**src/rtl/decoder_3_8_hold.sv**
```systemverilog
// Sequential 3-to-8 decoder: queues encoder codes in a small FIFO and replays
// each as a one-hot pattern held for HOLD_CYCLES clocks, separated by GAP_CYCLES blank clocks.
module decoder_3_8_hold #(
  parameter int HOLD_CYCLES = 4,
  parameter int GAP_CYCLES  = 1,
  parameter int DEPTH       = 2
) (
  input  logic                         clk,
  input  logic                         rst,
  input  logic                         en,
  input  logic                         in_valid,
  output logic                         in_ready,
  input  logic [2:0]                   in_code,
  input  logic                         in_nz,
  output logic [7:0]                   y,
  output logic                         y_valid,
  output logic                         busy,
  output logic [$clog2(DEPTH+1)-1:0]   level
);

  localparam int LVL_W   = $clog2(DEPTH + 1);
  localparam int PTR_W   = $clog2(DEPTH);
  localparam int CNT_MAX = (HOLD_CYCLES > GAP_CYCLES) ? HOLD_CYCLES : GAP_CYCLES;
  localparam int CNT_W   = (CNT_MAX > 1) ? $clog2(CNT_MAX) : 1;

  localparam logic [CNT_W-1:0] HOLD_LOAD = CNT_W'(HOLD_CYCLES - 1);
  localparam logic [CNT_W-1:0] GAP_LOAD  = CNT_W'((GAP_CYCLES > 0) ? GAP_CYCLES - 1 : 0);
  localparam logic [LVL_W-1:0] FULL      = LVL_W'(DEPTH);

  typedef enum logic [1:0] {
    IDLE,
    SHOW,
    GAP
  } state_t;

  state_t           state;
  logic [CNT_W-1:0] cnt;
  logic [PTR_W-1:0] wr_ptr;
  logic [PTR_W-1:0] rd_ptr;
  logic [3:0]       mem [DEPTH];
  logic             push;
  logic             pop;
  logic [3:0]       head;
  logic [7:0]       head_pat;

  // Ready looks only at the registered level, so a pop on a full FIFO never
  // opens a same-cycle slot.
  assign in_ready = en && !rst && (level < FULL);
  assign push     = in_valid && in_ready;
  assign head     = mem[rd_ptr];
  assign head_pat = head[3] ? (8'b1 << head[2:0]) : 8'h00;
  assign busy     = (state != IDLE) || (level != '0);

  always_comb begin
    // NOTE: default first so every path assigns pop and no latch is inferred.
    pop = 1'b0;
    if (en && !rst && (level != '0)) begin
      case (state)
        IDLE:    pop = 1'b1;
        SHOW:    pop = (cnt == '0) && (GAP_CYCLES == 0);
        GAP:     pop = (cnt == '0);
        default: pop = 1'b0;
      endcase
    end
  end

  // NOTE: storage is not reset; a flush only clears pointers and level, so stale
  // entries are unreachable.
  always_ff @(posedge clk) begin
    if (push) mem[wr_ptr] <= {in_nz, in_code};
  end

  // NOTE: all state here uses non-blocking assignments so every register sees
  // the pre-edge values of the others.
  always_ff @(posedge clk) begin
    if (rst || !en) begin
      state   <= IDLE;
      cnt     <= '0;
      y       <= 8'h00;
      y_valid <= 1'b0;
      wr_ptr  <= '0;
      rd_ptr  <= '0;
      level   <= '0;
    end else begin
      if (push) wr_ptr <= wr_ptr + PTR_W'(1);
      if (pop)  rd_ptr <= rd_ptr + PTR_W'(1);
      level <= level + LVL_W'(push) - LVL_W'(pop);

      if (pop) begin
        y       <= head_pat;
        y_valid <= 1'b1;
        cnt     <= HOLD_LOAD;
        state   <= SHOW;
      end else begin
        case (state)
          IDLE: begin
            y       <= 8'h00;
            y_valid <= 1'b0;
          end
          SHOW: begin
            if (cnt == '0) begin
              y       <= 8'h00;
              y_valid <= 1'b0;
              if (GAP_CYCLES > 0) begin
                cnt   <= GAP_LOAD;
                state <= GAP;
              end else begin
                state <= IDLE;
              end
            end else begin
              cnt <= cnt - CNT_W'(1);
            end
          end
          GAP: begin
            if (cnt == '0) state <= IDLE;
            else           cnt   <= cnt - CNT_W'(1);
          end
          default: state <= IDLE;
        endcase
      end
    end
  end

endmodule

```
**config.mk**
```make
export PLATFORM = sky130hd
export DESIGN_NAME = decoder_3_8_hold
export DESIGN_NICKNAME = d
export VERILOG_FILES = /design/src/rtl/decoder_3_8_hold.sv
export SDC_FILE = /design/constraint.sdc
export NUM_CORES = 1
export LEC_CHECK = 0
export ABC_CLOCK_PERIOD_IN_PS = 2350
export BUFFER_PORTS_ARGS = -buffer_cell sky130_fd_sc_hd__buf_4
export CAP_MARGIN = 30
export CORE_ASPECT_RATIO = 1.5
export CORE_MARGIN = 4
export CORE_UTILIZATION = 53
export DETAILED_ROUTE_END_ITERATION = 6
export GPL_TIMING_DRIVEN = 1
export PLACE_DENSITY_LB_ADDON = 0.15
export SLEW_MARGIN = 10
export SYNTH_ARGS = -nofsm -noshare
export SYNTH_HDL_FRONTEND = slang
export SYNTH_SLANG_ARGS = --single-unit
```
**constraint.sdc**
```tcl
create_clock -name clk -period 2.35 [get_ports clk]
set_clock_uncertainty 0.1 [all_clocks]
set_input_delay 0.3525 -clock clk [delete_from_list [all_inputs] [get_ports clk]]
set_output_delay 0.3525 -clock clk [all_outputs]
set_load 0.005 [all_outputs]
```
==> results.md, run 1 <==
- Tightest Pin Transition: 0.376 ns
- Non-Filler Instances: 146
- Worst-skew pair later-pin latency: around 0.31 ns
- Setup repair after global routing missed its margin: no
- Die height: roughly 65 um
- Drt first pass iters: 6
- Cell Pwr Density: 596 nW/um2
- WHS: between 0.1 and 0.15 ns
- Clock network power share: a little over a third
- Fill count: between 150 and 200
- Max clock buf depth: 2
- Row count: 20
- Worst-path clk slew: between 0.1 and 0.15 ns
- Post-Syn Instances: 100
- Arrival @ worst endpoint: about 2.3 ns
- Layout cell share with drive strength beyond 1: 28.2%
- Sinks on Clock Net: 26
- Status: complete, no violations
- Synthesized cell area: 1140 um2
- H-tree depth: 1
- Syn nets: 110
- Initial DRC count: 12
- I/O pin total: 21
- Final setup viols: 0
- Slew headroom: 74.9%
- Crit Path Category: flip-flop to flip-flop
- Vias per cell: approximately 5.4
- Most frequent cells after synthesis: dfxtp_1, nor2_1, edfxtp_1
- Cts hold-fix bufs: 0
- Lkg Pwr: 0.552 nW
- Flops & latches, synth: 26
- Die area: slightly below 3000 um2
- Drt total wl: 1970 um
- NetSw: 0.155 mW
- Via count: between 700 and 800
- Die span in x: 46.0 um
- Startpoint Class: flip-flop
- Remaining Overflow, GRT: 0
- Area of the multi-input gates: 514 um2
- Hold Crit Class: primary input to flip-flop
- Setup bufs post-CTS: 0
- Post-route ant nets: 0
- VDD IR-drop max: 0.511 mV
- Sequential cell fraction of total power: 57.8%
- Max Slew Vio Count: 0
- Detailed placer's ending HPWL: about 1600 um
- Achievable Freq: 462 MHz
- Antenna Cells: 0
- Yosys cell types: 37
- Register area: 601 um2
- Crit path required time: ~2.5 ns
- Post-CTS Resized: 0
- Total CTS buffers: 3
- Count leader, synth: dfxtp_1
- DRC violations left: 0
- Fin util: 67.0%
- Largest cells by area after synthesis: dfxtp_1, edfxtp_1, nor2_1, a22o_1, o2bb2ai_1
- Final worst path period share: 92.1%
- Nets@finish: 135
- Vias in the first global route: 834
- CTS Root Cell: clkbuf_4
- CP Max Fanout: 9
- Combinational share of power: 6.0%
- Fin crit period: approximately 2.2 ns
- First-pass GRT wire length: 3590 um
- CORE AREA: 2050 um2
- Post-synth EDFFs: 8
- Initial Util: 55.8%
- Cell taking the most area after synthesis: dfxtp_1
- Yosys warns: 0
- Setup TNS: 0 ns
- Area grow syn2layout: 20.1%
- Largest net degree at the start of global routing: 16
- Ys async rst share: 0%
- GPL Wtd Cong: 0.773
- Int Pwr: 0.666 mW
- Ys flop type: dfxtp_1
- Final hold violation count: 0
- Post-synthesis sequential area ratio: a little over half
- Max-cap violations: 0
- Initial antenna violation count: 0
- Average wire per standard cell: 13.5 um
- TritonCTS clock tree: done
- Synth top area share: 31.5%
- DP Cell Count: between 100 and 150
- Crit end category: flip-flop
- IO Port Bufs: 20
- All-Layer GR Usage: ~16%
- Sw Ratio: 18.9%
- Mean Syn Cell Area: roughly 11 um2
- Power Total: 0.820 mW
flip-flops by register name (all words and copies together), names as in the netlist, named ones only:
signal / count
cnt: 2
level: 2
mem: 8
rd_ptr: 1
state: 2
wr_ptr: 1
y: 8
y_valid: 1
worst paths after layout:
path	from	end	slack, ns	cells after the start
hold / removal	in_code[0]	mem[1][0]$_DFFE_PP_	0.11	1
setup / recovery	state[1]$_SDFFE_PP0P_	level[1]$_SDFF_PP0_	0.19	9
hold reg to reg	y[5]$_SDFFE_PP0P_	y[5]$_SDFFE_PP0P_	0.38	1
setup reg to reg	state[1]$_SDFFE_PP0P_	level[1]$_SDFF_PP0_	0.19	9
power groups by stage:
stage               Sequential, mW  Combinational, mW  Clock, mW
finish                       0.474             0.0496      0.297
global route                 0.475             0.0557      0.327
detailed placement           0.484             0.0500          0
floorplan                    0.482             0.0289          0
global placement             0.483             0.0485          0
CTS                          0.474             0.0502      0.304
cell usage in the layout (no fill, tap or decap), drive strengths merged, types with 2 or more instances in the layout:
master / instances
o21a: 3
o2bb2ai: 4
and2: 2
xor2: 3
edfxtp: 8
nor2: 15
dfxtp: 18
a21oi: 4
nor3: 2
buf: 23
clkbuf: 3
mux2i: 3
nor4: 2
xnor2: 2
nand2b: 3
a22o: 4
inv: 2
ha: 2
o21ai: 2
nand2: 7
layer usage:
layer / vias to the layer above / track usage, % / wire length (um)
li1: 398 / - / -
met1: 377 / 18.8 / 801
met2: 11 / 27.9 / 1080
met3: 2 / 3.06 / 71
met4: 0 / 5.34 / 12
met5: - / 0 / 0
stage by stage:
stage	worst slack, ns	instance area (um2)
5_1_grt	0.0266	1380
2_1_floorplan	0.405	1140
3_5_place_dp	0.207	1320
3_3_place_gp	0.293	1320
6_report	0.186	1380
4_1_cts	0.185	1380
worst max-delay path, stage by stage, from the launching register on:
cell	delay, ns
dfxtp_1	0.57
o21a_2	0.33
or2_1	0.19
nor2_1	0.06
ha_1	0.26
inv_1	0.05
ha_1	0.15
xor2_1	0.18
xnor2_1	0.14
nor2_1	0.05
cell families after synthesis:
| group | share of synthesized area (%) |
|---|---|
| xor gates and xnor gates | 3.83 |
| buffers and inverters | 2.62 |
| adders and majority gates | 2.19 |
| AOI/OAI and AO/OA | 15.0 |
| DFF | 52.5 |
| muxes | 3.72 |
| and+or+nand+nor | 20.2 |
cell type report:
type,count,area share (%)
flip-flops and latches,26,43.7
well taps,22,2.00
clock inverters,1,2.18
inverters,2,0.546
repair buffers,23,12.6
multi-input cells,69,37.4
clock buffers,3,1.64
Note: power is estimated with default switching activity, not from simulation.
==> run 2: changes to the inputs <==
Settings changed: BUFFER_PORTS_ARGS -buffer_cell sky130_fd_sc_hd__buf_4 to default, CORE_ASPECT_RATIO 1.5 to default, CORE_UTILIZATION 53 to 60, DONT_BUFFER_PORTS from default to 1.
==> results.md, run 2 (synthesized netlist as in run 1, its figures left out) <==
- Achievable Freq: 479 MHz
- Met1 Use GR: 21.2%
- First-pass GRT wire length: 3280 um
- Gr busiest metal: met2
- Detailed placer's ending HPWL: 1380 um
- Row count: 15
- Remaining Overflow, GRT: 0
- Worst-path clk slew: 0.14 ns
- CP peak stage delay: 0.51 ns
- Critical R2R Launch: level[1]$_SDFF_PP0_
- Initial antenna violation count: 0
- Non-Filler Instances: 133
- Finished Cell Area: 1270 um2
- Fill count: about 140
- VDD IR-drop max: 0.543 mV
- Largest regs: mem: 8 flops, y: 8 flops
- I/O pin total: 21
- Startpoint Class: flip-flop
- CP top delay family: flip-flops
- Post-route ant nets: 0
- Hold Crit Class: primary input to flip-flop
- All-Layer GR Usage: between 10% and 20%
- Crit Path Category: flip-flop to flip-flop
- TritonCTS clock tree: done
- CORE AREA: 1760 um2
- Max-cap violations: 0
- DRC violations left: 0
- CP Max Fanout: 6
- Worst-skew pair later-pin latency: roughly 0.32 ns
- R2R Setup Slk: 0.26 ns
- Vias per cell: 5.37
- Crit path depth: 9
- Total CTS buffers: 3
- Sinks on Clock Net: 26
- Lkg Pwr: ~0.46 nW
- Status: complete, no violations
- Die span in x: 51.7 um
- Initial Util: around 65%
- Crit-path cells: o21bai_4 > or2_1 > nor2_1 > ha_1 > inv_1 > ha_1 > xor2_1 > xnor2_1 > nor2_1
- Area grow syn2layout: 10.8%
- DP Cell Count: between 100 and 150
- Worst setup path endpoint: level[1]$_SDFF_PP0_
- Slew headroom: roughly three quarters
- Vias in the first global route: 709
- CTS Root Cell: clkbuf_4
- Commonest non-fill, non-tap cell in the layout: dfxtp_1
- Crit path launch: level[1]$_SDFF_PP0_
- Die height: 51.7 um
- Most frequent cells in the layout: dfxtp_1, nor2_1, edfxtp_1, nand2_1
- Crit end category: flip-flop
- Drt first pass iters: 3
- Layout cell share with drive strength beyond 1: 13.9%
- IO Port Bufs: 0
- Met3 usage: 5.16%
- Cell Pwr Density: 649 nW/um2
- H-tree depth: 1
- GPL Wtd Cong: 0.810
- Final hold violation count: 0
- Final setup viols: 0
- Die area: 2670 um2
- Fin crit period: 2.09 ns
- Number of buffers and inverters on the critical path: 1
- Drt total wl: 1980 um
- R2r endpoint: level[1]$_SDFF_PP0_
- Slowest CP cell: dfxtp_1
- Average wire per standard cell: 14.9 um
- Via count: 714
- Max clock buf depth: 2
- Antenna Cells: 0
- Largest net degree at the start of global routing: 16
- Setup TNS: 0 ns
- DP Area: 1180 um2
- Initial DRC count: 6
- R2R depth: 9
- Crit path required time: 2.48 ns
- Final worst path period share: between 80% and 90%
- Arrival @ worst endpoint: 2.21 ns
- WHS: 0.284 ns
- Nets@finish: 119
- Grt met2 use: about a quarter
- Setup repair after global routing missed its margin: no
- Tightest Pin Transition: around 0.35 ns
- Max Slew Vio Count: 0
==> run 2: area by class of cell <==
| class | instances | area, um2 | area share (%) |
|---|---|---|---|
| Tap cell | 25 | 31.3 | 2.47 |
| Sequential cell | 26 | 601 | 47.3 |
| Clock buffer | 3 | 22.5 | 1.78 |
| Timing Repair Buffer | 7 | 62.6 | 4.93 |
| Clock inverter | 1 | 30.0 | 2.37 |
| Multi-Input combinational cell | 69 | 514 | 40.5 |
| Inverter | 2 | 7.51 | 0.592 |
==> run 2: power breakdown <==
part,internal (mW),switching [mW]
clock network,0.172,0.135
registers,0.468,0.00573
logic,0.0190,0.0230
total,0.660,0.164
==> run 2: worst min-delay path: cells and delay by family <==
family | cells | cell delay, ns
XOR/XNOR | 1 | 0.08
AND/OR/NAND/NOR | 2 | 0.24
==> run 2: through the flow <==
| step | total power [mW] | util, % | worst slack [ns] |
|---|---|---|---|
| 2_1_floorplan | 0.511 | - | 0.405 |
| 3_3_place_gp | 0.519 | 66.7 | 0.345 |
| 3_5_place_dp | 0.519 | 66.7 | 0.271 |
| 4_1_cts | 0.817 | 69.6 | 0.242 |
| 5_1_grt | 0.858 | 71.9 | 0.0672 |
| 6_report | 0.823 | 71.9 | 0.264 |
==> run 2: worst min path at each step <==
| stage | start | to | slack (ns) | depth (start not counted) |
|---|---|---|---|---|
| floorplan | in_code[0] | mem[0][0]$_DFFE_PP_ | 0.35 | 0 |
| finish | in_valid | wr_ptr$_SDFFE_PP0P_ | 0.28 | 3 |
| detailed placement | in_code[1] | mem[0][1]$_DFFE_PP_ | 0.35 | 0 |
| global route | rst | level[0]$_SDFF_PP0_ | 0.30 | 3 |
| CTS | in_nz | mem[0][3]$_DFFE_PP_ | 0.01 | 0 |
| global placement | in_code[0] | mem[0][0]$_DFFE_PP_ | 0.35 | 0 |
==> run 2: what timing repair did <==
item,in CTS,in global routing
hold buffers,0,4
setup buffers,0,0
endpoints found under the hold margin,0,8
gates resized for setup,0,0
==> run 2: routing by layer <==
| layer | up-vias | share of wire (%) |
|---|---|---|
| met5 | - | 0 |
| met4 | 0 | 1.8 |
| met3 | 4 | 4.0 |
| met2 | 14 | 48 |
| met1 | 326 | 46 |
| li1 | 370 | - |
==> run 3: changes to the inputs <==
==> constraint.sdc (replaced) <==
create_clock -name clk -period 2.35 [get_ports clk]
set_clock_uncertainty 0.1 [all_clocks]
set_input_delay 0.3525 -clock clk [delete_from_list [all_inputs] [get_ports clk]]
set_output_delay 0.3525 -clock clk [all_outputs]
set_load 0.01 [all_outputs]
==> results.md, run 3 (synthesized netlist as in run 1, its figures left out) <==
- Commonest non-fill, non-tap cell in the layout: dfxtp_1
- First-pass GRT wire length: around 3000 um
- Most frequent cells in the layout: dfxtp_1, nor2_1, edfxtp_1, nand2_1
- CORE AREA: 1760 um2
- Nets@finish: 120
- Setup bufs post-CTS: 0
- Post-route ant nets: 0
- Largest net degree at the start of global routing: 16
- Worst-path clk slew: 0.13 ns
- Vias per cell: 5.66
- Die span in x: 51.7 um
- Setup TNS: 0 ns
- Die area: 2670 um2
- Final setup margin: 0.204 ns
- Initial antenna violation count: 0
- Met3 routed WL: 98 um
- Max-cap violations: 0
- Initial Util: 64.9%
- TritonCTS clock tree: done
- Area of the multi-input gates: 514 um2
- Slowest CP cell: dfxtp_1
- Startpoint Class: flip-flop
- Setup repair after global routing missed its margin: no
- Fin util: 72.3%
- Fill count: 140
- Sequential cell fraction of total power: 58.2%
- Post-CTS Resized: 0
- CTS Root Cell: clkbuf_4
- GPL Wtd Cong: 0.748
- Crit Path Category: flip-flop to flip-flop
- Routed length on met2: around 1100 um
- Slew headroom: 77.6%
- IO Port Bufs: 0
- Initial DRC count: 10
- Final hold violation count: 0
- H-tree depth: 1
- CP Max Fanout: 8
- All-Layer GR Usage: 15.4%
- Final setup viols: 0
- Cts hold-fix bufs: 0
- Crit-path cells: o21bai_4 > or2_1 > nor2_1 > ha_1 > inv_1 > ha_1 > xor2_1 > xnor2_1 > nor2_1
- Cell Pwr Density: 639 nW/um2
- DRC violations left: 0
- Crit end category: flip-flop
- Lkg Pwr: 0.470 nW
- Via count: 758
- Largest regs: mem: 8 flops, y: 8 flops
- R2R Setup Slk: between 0.2 and 0.25 ns
- NetSw: 0.155 mW
- Non-Filler Instances: 134
- Drt first pass iters: 4
- Area grow syn2layout: 11.5%
- Hold Crit Class: primary input to flip-flop
- Final worst path period share: 91.3%
- Top Metal Used: met4
- Detailed placer's ending HPWL: 1360 um
- Tightest Pin Transition: 0.335 ns
- Drt total wl: 2060 um
- CP peak stage delay: 0.40 ns
- Die height: 51.7 um
- Crit path required time: 2.46 ns
- Worst-skew pair later-pin latency: 0.31 ns
- Vias in the first global route: 682
- Antenna Cells: 0
- I/O pin total: 21
- DP Cell Count: between 100 and 150
- Int Pwr: 0.660 mW
- Remaining Overflow, GRT: 0
- VDD IR-drop max: 0.433 mV
- Average wire per standard cell: 15.3 um
- Sinks on Clock Net: 26
- Status: complete, no violations
- Clock network power share: between 30% and 40%
- Combinational share of power: 5.4%
- Wl on met1: approximately 830 um
- Achievable Freq: 466 MHz
- Total CTS buffers: 3
- Sw Ratio: 19.1%
- Fin crit period: 2.15 ns
- Register area: 601 um2
- Layout cell share with drive strength beyond 1: 14.7%
- Setup WS pre-CTS: 0.327 ns
- Max clock buf depth: 2
- Row count: 15
- Arrival @ worst endpoint: 2.26 ns
- Max Slew Vio Count: 0
==> run 3: path summary, 6_finish.rpt <==
path	startpoint	depth (start not counted)	end
worst max-delay path	state[0]$_SDFFE_PP0P_	9	level[1]$_SDFF_PP0_
worst min-delay path	in_valid	3	wr_ptr$_SDFFE_PP0P_
worst max register to register	state[0]$_SDFFE_PP0P_	9	level[1]$_SDFF_PP0_
worst min register to register	y[7]$_SDFFE_PP0P_	1	y[7]$_SDFFE_PP0P_
==> run 3: layer usage <==
| layer | vias to the layer above | track usage, % |
|---|---|---|
| met3 | 6 | 5.16 |
| li1 | 374 | - |
| met2 | 17 | 25.0 |
| met4 | 0 | 5.24 |
| met1 | 361 | 19.0 |
| met5 | - | 0 |
==> run 3: final cells by class <==
class | count | area share [%]
clock buffer | 3 | 1.76
timing repair buffer | 8 | 5.49
sequential | 26 | 47.1
clock inverter | 1 | 2.35
inverter | 2 | 0.588
tap | 25 | 2.45
multi-input combinational | 69 | 40.3
==> run 3: through the flow <==
step                      power, mW  hold WS (ns)  area, um2
after floorplan               0.512         0.351       1140
after global placement        0.520         0.351       1180
after detailed placement      0.520         0.351       1180
after CTS                     0.814        0.0171       1240
after global routing          0.850         0.302       1280
final                         0.815         0.307       1280
==> run 3: worst max-delay path: cells and delay by family (launching register included) <==
kind	cells	cell delay, ns
adder cells (fa/ha/maj)	2	0.40
XOR/XNOR	2	0.36
AO/OA/AOI/OAI	1	0.25
AND/OR/NAND/NOR	3	0.46
flip-flops	1	0.40
buffers and inverters	1	0.07
==> run 3: power by group through the flow <==
stage                     Combinational, mW  Clock (mW)  Sequential [mW]
after floorplan                      0.0296           0            0.483
after global placement               0.0362           0            0.484
after detailed placement             0.0364           0            0.484
after CTS                            0.0368       0.303            0.474
after global routing                 0.0482       0.327            0.475
final                                0.0441       0.297            0.474
